$ cat config.mk
export PLATFORM = sky130hd
export DESIGN_NAME = seg7_scan_driver
export DESIGN_NICKNAME = d
export VERILOG_FILES = /design/src/rtl/seg7_scan_driver.sv
export SDC_FILE = /design/constraint.sdc
export NUM_CORES = 1
export LEC_CHECK = 0
export BUFFER_PORTS_ARGS = -buffer_cell sky130_fd_sc_hd__buf_2
export CAP_MARGIN = 20
export CORE_MARGIN = 5
export CORE_UTILIZATION = 35
export CTS_CLUSTER_SIZE = 24
export DETAILED_ROUTE_END_ITERATION = 7
export SYNTH_ARGS = -nofsm -noshare
export SYNTH_HDL_FRONTEND = slang
export SYNTH_SLANG_ARGS = --single-unit
$ cat constraint.sdc
create_clock -name clk -period 1.9 [get_ports clk]
set_clock_uncertainty 0.05 [all_clocks]
set_input_delay 0.095 -clock clk [delete_from_list [all_inputs] [get_ports clk]]
set_output_delay 0.095 -clock clk [all_outputs]
set_load 0.01 [all_outputs]
$ cat src/rtl/seg7_scan_driver.sv
// seg7_scan_driver
//   Time-multiplexed driver for a common-anode/cathode multi-digit 7-segment
//   display. A shadow copy of {num, dp, blank} is captured on load. A
//   prescaler produces one tick every CLK_DIV cycles. Each tick advances the
//   scanned digit and leaves one all-dark output cycle as an anti-ghost gap.
//
//   Optional feature: define SEG7_LEADING_ZERO_BLANK_EN to darken leading
//   zero digits. Digit 0 is never darkened, and decimal points are still shown.
//
// Ports
//   clk    : clock, rising edge
//   rst    : synchronous, active-high reset
//   num    : 4*DIGITS hex nibbles, nibble k drives digit k (digit 0 = LSD)
//   dp     : per-digit decimal point request
//   blank  : per-digit force-dark
//   load   : capture strobe for num/dp/blank
//   disp   : segments, disp[0]=a .. disp[6]=g (registered, polarity per ACTIVE_LOW)
//   dp_out : decimal point segment (registered)
//   an     : digit enables, one-hot or none (registered)
module seg7_scan_driver #(
    parameter int DIGITS     = 4,
    parameter int CLK_DIV    = 50000,
    parameter int ACTIVE_LOW = 1
) (
    input  logic                  clk,
    input  logic                  rst,
    input  logic [4*DIGITS-1:0]   num,
    input  logic [DIGITS-1:0]     dp,
    input  logic [DIGITS-1:0]     blank,
    input  logic                  load,
    output logic [6:0]            disp,
    output logic                  dp_out,
    output logic [DIGITS-1:0]     an
);

    localparam int   CW  = $clog2(CLK_DIV);
    localparam int   IW  = (DIGITS > 1) ? $clog2(DIGITS) : 1;
    localparam logic POL = (ACTIVE_LOW != 0);

    logic [CW-1:0]         cnt;
    logic [IW-1:0]         idx;
    logic                  tick;
    logic [4*DIGITS-1:0]   sh_num;
    logic [DIGITS-1:0]     sh_dp;
    logic [DIGITS-1:0]     sh_blank;

    logic [3:0]            nib;
    logic [DIGITS-1:0]     lz;
    logic                  dark;
    logic [6:0]            disp_nxt;
    logic                  dp_nxt;
    logic [DIGITS-1:0]     an_nxt;

    function automatic logic [6:0] seg_decode(input logic [3:0] v);
        case (v)
            4'h0: seg_decode = 7'h3F;
            4'h1: seg_decode = 7'h06;
            4'h2: seg_decode = 7'h5B;
            4'h3: seg_decode = 7'h4F;
            4'h4: seg_decode = 7'h66;
            4'h5: seg_decode = 7'h6D;
            4'h6: seg_decode = 7'h7D;
            4'h7: seg_decode = 7'h07;
            4'h8: seg_decode = 7'h7F;
            4'h9: seg_decode = 7'h6F;
            4'hA: seg_decode = 7'h77;
            4'hB: seg_decode = 7'h7C;
            4'hC: seg_decode = 7'h39;
            4'hD: seg_decode = 7'h5E;
            4'hE: seg_decode = 7'h79;
            default: seg_decode = 7'h71;
        endcase
    endfunction

    assign tick = (cnt == CW'(CLK_DIV - 1));

    // Prescaler, digit index and shadow register
    always_ff @(posedge clk) begin
        if (rst) begin
            cnt      <= '0;
            idx      <= '0;
            sh_num   <= '0;
            sh_dp    <= '0;
            sh_blank <= '0;
        end else begin
            cnt <= tick ? '0 : cnt + 1'b1;
            if (tick)
                idx <= (idx == IW'(DIGITS - 1)) ? '0 : idx + 1'b1;
            if (load) begin
                sh_num   <= num;
                sh_dp    <= dp;
                sh_blank <= blank;
            end
        end
    end

    // lz[k]: nibbles k..DIGITS-1 are all zero and k > 0
    always_comb begin
        lz = '0;
`ifdef SEG7_LEADING_ZERO_BLANK_EN
        begin
            logic acc;
            acc = 1'b1;
            for (int k = DIGITS - 1; k > 0; k--) begin
                acc   = acc & (sh_num[4*k +: 4] == 4'h0);
                lz[k] = acc;
            end
        end
`endif
    end

    // Next output values, active-high; the tick cycle produces the dark gap
    always_comb begin
        nib      = sh_num[4*idx +: 4];
        dark     = sh_blank[idx] | lz[idx];
        an_nxt   = tick ? '0 : (DIGITS'(1) << idx);
        disp_nxt = (tick || dark) ? 7'h00 : seg_decode(nib);
        dp_nxt   = !tick && sh_dp[idx] && !sh_blank[idx];
    end

    // Output register with polarity applied
    always_ff @(posedge clk) begin
        if (rst) begin
            an     <= {DIGITS{POL}};
            disp   <= {7{POL}};
            dp_out <= POL;
        end else begin
            an     <= an_nxt ^ {DIGITS{POL}};
            disp   <= disp_nxt ^ {7{POL}};
            dp_out <= dp_nxt ^ POL;
        end
    end

endmodule
==> impl_metrics.json, run 1 <==
{
  "die_h_um": 92.8,
  "reg2reg_from": "idx[0]",
  "leakage_nw": 1.33,
  "ys_seq_elements": 54,
  "synth_edf_count": 0,
  "htree_levels": 2,
  "antenna_left": 0,
  "synth_warnings": 0,
  "coreArea_mm2": 0.00672,
  "powerDensity_mw_per_mm2": 704,
  "min_path_type": "input port to register",
  "max-slew-margin-rel": 0.529,
  "die_width_um": 92.8,
  "rsz0062_at_grt": "yes",
  "grt_max_degree": 29,
  "cts_sinks": 54,
  "cts_root_buf": "clkbuf_8",
  "critPathBufInv": 1,
  "ir_worst_vdd_uv": 449,
  "via_count": 1889,
  "dr.pass1.iters": 4,
  "cts_tree": "yes",
  "setup_viol": 0,
  "cts_buffer_depth": 2,
  "dpl.hpwl_um": 3490,
  "tightest_slew_ps": 707,
  "synthTopCellsByArea": "dfxtp_1 (45%), mux2i_1 (13%), nor2_1 (7.7%)",
  "io_pins": 39,
  "io_buffers": 38,
  "initialDrtViolationCount": 52,
  "synthCells": 244,
  "reg2reg_slack_ps": 30,
  "min_from": "rst",
  "synth_top_area_frac": 0.450,
  "timing.fmax_ghz": 0.535,
  "arrival_ps": 2020,
  "crit_family": "multiplexers",
  "synthFlopType": "dfxtp_1",
  "start_util": 0.357,
  "finalCriticalPeriod_ps": 1870,
  "maxCapViolCount": 0,
  "fin_crit_sh": 0.984,
  "crit_path_max_incr_delay_ps": 550,
  "min_path_cells": 2,
  "antenna_found_initial": 0,
  "yosysSeqAreaShare": 0.450,
  "synth_cell_type_count": 35,
  "dieArea_mm2": 0.00861,
  "path_max_fanout": 5,
  "hold_violations": 0,
  "grt_pass1_vias": 1790,
  "slew_violations": 0,
  "min_to": "sh_dp[0]",
  "wl_per_cell_um": 13.4,
  "path_class": "register to register",
  "rows": 30,
  "dp_slack_ps": 17.4,
  "required_ps": 2050,
  "synth_area_mm2": 0.00240,
  "clk_pin_slew_worst_paths_ps": 110,
  "gp_congestion": 0.777,
  "status": "completed",
  "slowest_stage": "mux4_2",
  "async_reset_ff_frac": 0,
  "crit_path_end_kind": "register",
  "grt.total_usage": 0.128,
  "finalPower_w": 0.00219,
  "drc": 0,
  "worstSkewPairLatency_ps": 310,
  "drive_gt1_frac": 0.230,
  "grt_overflow": 0,
  "crit_cells": 6,
  "critical_path.cell_chain": "mux4_2 > buf_6 > ha_2 > mux2_4 > nor2_1 > o21ai_1",
  "grt_first_pass_wirelength_um": 8740,
  "reg2reg_to": "disp[3]",
  "vias_per_cell": 4.75,
  "r2r_cells": 6,
  "start_kind": "register",
  "setup_ws_ps": 30.9,
  "wl_um": 5330,
  "syn_area_per_cell_um2": 9.84,
  "area_growth_pct": 29.5,
  "cts_buffers": 5,
  "fin_nets": 355,
  "hold_slack_ps": 179,
  "synth_nets": 282,
  "diodes": 0,
  "synth_top_area_cell": "dfxtp_1"
}
-- Yosys cell counts, types with 3 or more instances --
master / n
xnor2_1: 9
ha_1: 11
nand2_1: 18
dfxtp_1: 54
nand3_1: 6
xor2_1: 7
nor2_1: 49
inv_1: 5
a21oi_1: 5
clkbuf_1: 4
and3_1: 5
mux2i_1: 30
buf_2: 5
a211oi_1: 3
nand4_1: 4
-- cells by family after synthesis --
family	Yosys count	share of synthesized area
adders and majority gates	11	0.0574
buffers and inverters	17	0.0360
and+or+nand+nor	93	0.175
xor gates and xnor gates	16	0.0584
DFF	54	0.450
AOI/OAI and AO/OA	16	0.0422
muxes	37	0.181
-- what timing repair did --
item	in CTS	in global routing
resized for setup	0	8
setup buffers	0	6
endpoints found under the hold margin	24	0
hold buffers	24	0
setup endpoints to repair	0	8
-- sequential cells by signal, indices dropped and copies added (netlist names) --
register	flops
sh_blank	4
sh_dp	4
an	4
sh_num	16
dp_out	1
idx	2
cnt	16
disp	7
-- routing by layer --
| metal | GRT usage | vias up | wire length (µm) |
|---|---|---|---|
| met2 | 0.208 | 38 | 2550 |
| met5 | 0 | - | 0 |
| met3 | 0.0325 | 9 | 240 |
| li1 | - | 971 | - |
| met4 | 0.0464 | 0 | 110 |
| met1 | 0.162 | 871 | 2430 |
-- report_power, final --
part	leakage, nW	total [W]	internal, W	switching (W)
Sequential	0.444	0.00121	0.00118	0.0000269
Clock	0.0506	0.000690	0.000277	0.000413
Combinational	0.840	0.000287	0.000154	0.000133
Total	1.33	0.00219	0.00161	0.000573
-- stage by stage --
stage	cell area, µm²	std cells	utilization	setup TNS (ps)
after floorplan	2400	244	-	0
after global placement	2700	360	0.402	0
after detailed placement	2700	360	0.402	0
after CTS	3040	392	0.452	0
after global routing	3110	398	0.463	-91.3
final	3110	398	0.463	0
-- layout make-up --
class                           instances  area, µm²
Clock buffer                            5       68.8
Clock inverter                          3       28.8
Fill cell                             636       3610
Inverter                                5       18.8
Multi-Input combinational cell        173       1250
Sequential cell                        54       1080
Tap cell                               80        100
Timing Repair Buffer                   78        558
-- worst max path at each step --
stage,start,end,slack (ps)
2_1_floorplan,idx[0],disp[0],8
3_3_place_gp,idx[0],disp[6],80
3_5_place_dp,idx[0],disp[0],20
4_1_cts,idx[0],disp[0],5
5_1_grt,idx[0],disp[0],-60
6_report,idx[0],disp[3],30
-- cells in the final DEF (no fill, tap or decap), types with 2 or more instances in the layout --
cell	Yosys	layout
a211oi_1	3	3
a21oi_1	5	5
and2_1	2	2
and3_1	5	5
buf_2	5	38
buf_4	0	14
buf_6	2	2
clkbuf_8	0	5
dfxtp_1	54	53
dlygate4sd3_1	0	24
ha_1	11	8
ha_2	0	3
inv_1	5	4
mux2i_1	30	30
mux4_1	2	2
mux4_2	2	2
nand2_1	18	18
nand3_1	6	6
nand4_1	4	4
nor2_1	49	49
nor3b_1	2	2
nor4bb_1	2	2
o21ai_1	2	3
o221ai_1	2	2
xnor2_1	9	9
xor2_1	7	7
No activity file was read; power rests on OpenSTA's default activity.
==> run 2: changes to the inputs <==
--- a/config.mk
+++ b/config.mk
@@ -5,6 +5,7 @@
 export SDC_FILE = /design/constraint.sdc
 export NUM_CORES = 1
 export LEC_CHECK = 0
+export ABC_AREA = 1
 export BUFFER_PORTS_ARGS = -buffer_cell sky130_fd_sc_hd__buf_2
 export CAP_MARGIN = 20
 export CORE_MARGIN = 5
==> impl_metrics.json, run 2 <==
{
  "fin_setup_tns_ps": 0,
  "ys_seq_elements": 54,
  "required_ps": 2070,
  "cts_buffers": 5,
  "initialDrtViolationCount": 73,
  "synth.most_common_cell": "nand2_1",
  "cts_buffer_depth": 2,
  "setup_viol": 0,
  "synthCells": 356,
  "fin_crit_sh": 0.881,
  "slew_violations": 0,
  "hold_violations": 0,
  "worstSkewPairLatency_ps": 310,
  "area_growth_pct": 24.6,
  "arrival_ps": 1840,
  "synth_area_mm2": 0.00263,
  "grt_max_degree": 22,
  "max-slew-margin-rel": 0.692,
  "synthTopCellsByArea": "dfxtp_1 (41%), nand2_1 (10%), nor2_1 (9.1%)",
  "crit_path_max_incr_delay_ps": 550,
  "diodes": 0,
  "synthTopCellsByCount": "nand2_1 (72), nor2_1 (64), dfxtp_1 (54)",
  "wl_um": 5800,
  "final_common_cell": "nand2_1",
  "finalCriticalPeriod_ps": 1670,
  "maxCapViolCount": 0,
  "async_reset_ff_frac": 0,
  "cts_root_buf": "clkbuf_8",
  "reg2reg_slack_ps": 230,
  "min_path_cells": 3,
  "leakage_nw": 1.39,
  "clk_pin_slew_worst_paths_ps": 100,
  "synth_top_area_frac": 0.410,
  "crit_path_end_kind": "register",
  "crit_family": "flip-flops",
  "rows": 31,
  "start_kind": "register",
  "fillers": 771,
  "start_util": 0.361,
  "grt_overflow": 0,
  "grt_first_pass_wirelength_um": 10300,
  "ir_worst_vdd_uv": 278,
  "crit_cells": 8,
  "io_buffers": 38,
  "finalPower_w": 0.00218,
  "timing.fmax_ghz": 0.597,
  "cts_sinks": 54,
  "yosysSeqAreaShare": 0.410,
  "fin_nets": 460,
  "gp_congestion": 0.872,
  "io_pins": 39,
  "cts_tree": "yes",
  "layout_common_cells": "nand2_1 (70), nor2_1 (64), dfxtp_1 (53)",
  "via_count": 2331,
  "tightest_slew_ps": 461,
  "powerDensity_mw_per_mm2": 666,
  "path_class": "register to register",
  "cts_setup_buffers": 0,
  "final_area_mm2": 0.00328,
  "final_cells": 522,
  "critical_path.cell_chain": "inv_2 > nand3_1 > nand2_2 > ha_1 > nand3_1 > nor2_1 > nor2_1 > nand2_1",
  "drc": 0,
  "dpl.cell_count": 490,
  "synth_edf_count": 0,
  "synth_cell_type_count": 31,
  "syn_area_per_cell_um2": 7.40,
  "synth_warnings": 0,
  "dr.pass1.iters": 4,
  "coreArea_mm2": 0.00729,
  "die_h_um": 96.7,
  "post_dp_cell_area_mm2": 0.00294,
  "r2r_cells": 8,
  "slowest_stage": "dfxtp_1",
  "dieArea_mm2": 0.00936,
  "min_path_type": "input port to register",
  "dpl.hpwl_um": 4160,
  "vias_per_cell": 4.47,
  "synth_top_area_cell": "dfxtp_1",
  "wl_per_cell_um": 11.1,
  "synthFlopType": "dfxtp_1",
  "synth_nets": 394,
  "path_max_fanout": 9,
  "grt.total_usage": 0.128,
  "drive_gt1_frac": 0.213,
  "antenna_found_initial": 0,
  "antenna_left": 0,
  "htree_levels": 2,
  "critPathBufInv": 1,
  "grt_pass1_vias": 2251,
  "rsz0062_at_grt": "no",
  "reg.largest.list": "cnt x16, sh_num x16, disp x7",
  "die_width_um": 96.7,
  "status": "completed"
}
run 2: routing by layer:
metal | vias up | track usage | wire (µm)
met3 | 10 | 0.0259 | 204
li1 | 1272 | - | -
met1 | 1015 | 0.181 | 3090
met2 | 34 | 0.192 | 2390
met4 | 0 | 0.0475 | 117
met5 | - | 0 | 0
run 2: worst register-to-register path, stage by stage (launching register included):
cell     delay [ps]
dfxtp_1         550
inv_2           100
nand3_1         110
nand2_2         110
ha_1            330
nand3_1         120
nor2_1           60
nor2_1          100
nand2_1          50
run 2: metrics by stage:
stage | hold slack (ps) | worst slack [ps] | utilization
floorplan | 114 | 312 | -
global placement | 249 | 247 | 0.403
detailed placement | 249 | 169 | 0.403
CTS | 2.00 | 151 | 0.449
global route | 71.7 | 31.0 | 0.450
finish | 13.3 | 226 | 0.450
run 2: worst paths after layout:
| check | from | endpoint |
|---|---|---|
| setup / recovery | idx[1] | disp[1] |
| hold / removal | dp[1] | sh_dp[1] |
| setup reg to reg | idx[1] | disp[1] |
| hold reg to reg | sh_dp[1] | sh_dp[1] |
run 2: power breakdown:
part | switching, W | total, W | internal, W
combinational | 0.000151 | 0.000279 | 0.000128
clock | 0.000389 | 0.000689 | 0.000301
sequential | 0.0000271 | 0.00122 | 0.00119
run 2: kinds of logic after synthesis:
group                      after synthesis  share of synthesized area
and+or+nand+nor                        198                      0.349
DFF                                     54                      0.410
AOI/OAI and AO/OA                       50                      0.103
buffers and inverters                   39                     0.0722
adders and majority gates               11                     0.0523
xor gates and xnor gates                 4                     0.0133
run 2: layout make-up:
cell class                      count  area (µm²)  share of cell area
Clock buffer                        6        82.6              0.0252
Clock inverter                      2        16.3             0.00496
Inverter                           28         105              0.0320
Multi-Input combinational cell    263        1370               0.417
Sequential cell                    54        1080               0.330
Tap cell                           99         124              0.0378
Timing Repair Buffer               70         503               0.153
run 2: repair_timing:
item                       4_1_cts  5_1_grt
hold endpoints to repair        25        0
setup endpoints to repair        0        4
gates resized for setup          0        3
hold buffers                    24        0
==> run 3: changes to the inputs <==
--- a/config.mk
+++ b/config.mk
@@ -5,13 +5,13 @@
 export SDC_FILE = /design/constraint.sdc
 export NUM_CORES = 1
 export LEC_CHECK = 0
-export ABC_AREA = 1
 export BUFFER_PORTS_ARGS = -buffer_cell sky130_fd_sc_hd__buf_2
 export CAP_MARGIN = 20
 export CORE_MARGIN = 5
 export CORE_UTILIZATION = 35
 export CTS_CLUSTER_SIZE = 24
 export DETAILED_ROUTE_END_ITERATION = 7
+export MAX_ROUTING_LAYER = met4
 export SYNTH_ARGS = -nofsm -noshare
 export SYNTH_HDL_FRONTEND = slang
 export SYNTH_SLANG_ARGS = --single-unit
==> impl_metrics.json, run 3 (synthesis gave the netlist of run 1 again) <==
{
  "dpl.hpwl_um": 3490,
  "timing.fmax_ghz": 0.535,
  "slowest_stage": "mux4_2",
  "htree_levels": 2,
  "r2r_cells": 6,
  "status": "completed",
  "routed.top_layer": "met4",
  "min_from": "rst",
  "cts_buffers": 5,
  "antenna_found_initial": 0,
  "cts_tree": "yes",
  "wl_um": 5310,
  "min_to": "sh_num[11]",
  "coreArea_mm2": 0.00672,
  "crit_path_end_kind": "register",
  "critical_path.cell_chain": "mux4_2 > buf_6 > ha_2 > mux2_4 > nor2_1 > o21ai_1",
  "io_pins": 39,
  "grt_overflow": 0,
  "crit_cells": 6,
  "grt_first_pass_wirelength_um": 8730,
  "final_cells": 398,
  "grt.total_usage": 0.131,
  "dr.pass1.iters": 4,
  "final_common_cell": "dfxtp_1",
  "io_buffers": 38,
  "drive_gt1_frac": 0.230,
  "arrival_ps": 2020,
  "register_area_mm2": 0.00108,
  "reg2reg_to": "disp[3]",
  "leakage_nw": 1.33,
  "rows": 30,
  "cts_buffer_depth": 2,
  "diodes": 0,
  "dp_slack_ps": 17.4,
  "ir_worst_vdd_uv": 450,
  "gp_congestion": 0.788,
  "finalCriticalPeriod_ps": 1870,
  "fillers": 636,
  "powerDensity_mw_per_mm2": 704,
  "layout_common_cells": "dfxtp_1 (53), nor2_1 (49), buf_2 (38)",
  "start_kind": "register",
  "maxCapViolCount": 0,
  "drc": 0,
  "cts_sinks": 54,
  "required_ps": 2060,
  "die_h_um": 92.8,
  "dieArea_mm2": 0.00861,
  "max-slew-margin-rel": 0.533,
  "via_count": 1891,
  "vias_per_cell": 4.75,
  "area_growth_pct": 29.5,
  "wl_per_cell_um": 13.3,
  "reg2reg_from": "idx[0]",
  "min_path_type": "input port to register",
  "worstSkewPairLatency_ps": 310,
  "start_util": 0.357,
  "reg2reg_slack_ps": 30,
  "path_class": "register to register",
  "die_width_um": 92.8,
  "grt_max_degree": 29,
  "rsz0062_at_grt": "yes",
  "fin_setup_tns_ps": 0,
  "min_path_cells": 2,
  "antenna_left": 0,
  "reg.largest.list": "cnt x16, sh_num x16, disp x7",
  "setup_viol": 0,
  "crit_family": "multiplexers",
  "tightest_slew_ps": 701,
  "dpl.cell_count": 360,
  "grt_pass1_vias": 1791,
  "crit_path_max_incr_delay_ps": 550,
  "cts_root_buf": "clkbuf_8",
  "clk_pin_slew_worst_paths_ps": 110,
  "critPathBufInv": 1,
  "wl_met1_um": 2440,
  "fin_crit_sh": 0.984,
  "initialDrtViolationCount": 55,
  "multi_input_area_mm2": 0.00125,
  "slew_violations": 0,
  "met2_wirelength_um": 2550,
  "wl_met3_um": 214,
  "hold_violations": 0,
  "fin_nets": 355,
  "path_max_fanout": 5,
  "setup_ws_ps": 30.7
}
run 3: worst register-to-register path: stages, from the launching register on:
cell,delay (ps)
dfxtp_4,390
mux4_2,550
buf_6,150
ha_2,190
mux2_4,270
nor2_1,100
o21ai_1,70
run 3: what timing repair did:
action,CTS,global route
resized for setup,0,8
endpoints found under the hold margin,24,0
buffers inserted,0,6
setup endpoints to repair,0,8
hold buffers,24,0
run 3: layer usage:
layer,global-route usage,up-vias
li1,-,978
met1,0.164,868
met2,0.209,36
met3,0.0292,9
met4,0.0464,0
met5,-,-
run 3: where the power goes:
| group | switching, W | total [W] | internal [W] | leakage [nW] |
|---|---|---|---|---|
| combinational | 0.000132 | 0.000287 | 0.000154 | 0.840 |
| sequential | 0.0000272 | 0.00121 | 0.00118 | 0.444 |
| clock | 0.000416 | 0.000693 | 0.000277 | 0.0506 |
| total | 0.000576 | 0.00219 | 0.00161 | 1.33 |
run 3: worst max-delay path by stage:
stage / endpoint / slack (ps) / startpoint
6_report: disp[3] / 30 / idx[0]
5_1_grt: disp[0] / -60 / idx[0]
4_1_cts: disp[0] / 5 / idx[0]
2_1_floorplan: disp[0] / 8 / idx[0]
3_5_place_dp: disp[0] / 20 / idx[0]
3_3_place_gp: disp[6] / 80 / idx[0]
run 3: cell type report:
type,count,share of cell area
Timing Repair Buffer,78,0.180
Sequential cell,54,0.349
Multi-Input combinational cell,173,0.402
Clock buffer,5,0.0221
Clock inverter,3,0.00926
Tap cell,80,0.0322
Inverter,5,0.00604
run 3: per-stage QoR:
| step | hold slack [ps] | power (W) | instance area (µm²) | utilization |
|---|---|---|---|---|
| after detailed placement | 287 | 0.00147 | 2700 | 0.402 |
| after CTS | 174 | 0.00220 | 3040 | 0.452 |
| after global routing | 195 | 0.00229 | 3110 | 0.463 |
| final | 175 | 0.00219 | 3110 | 0.463 |
| after floorplan | 192 | 0.00139 | 2400 | - |
| after global placement | 278 | 0.00147 | 2700 | 0.402 |
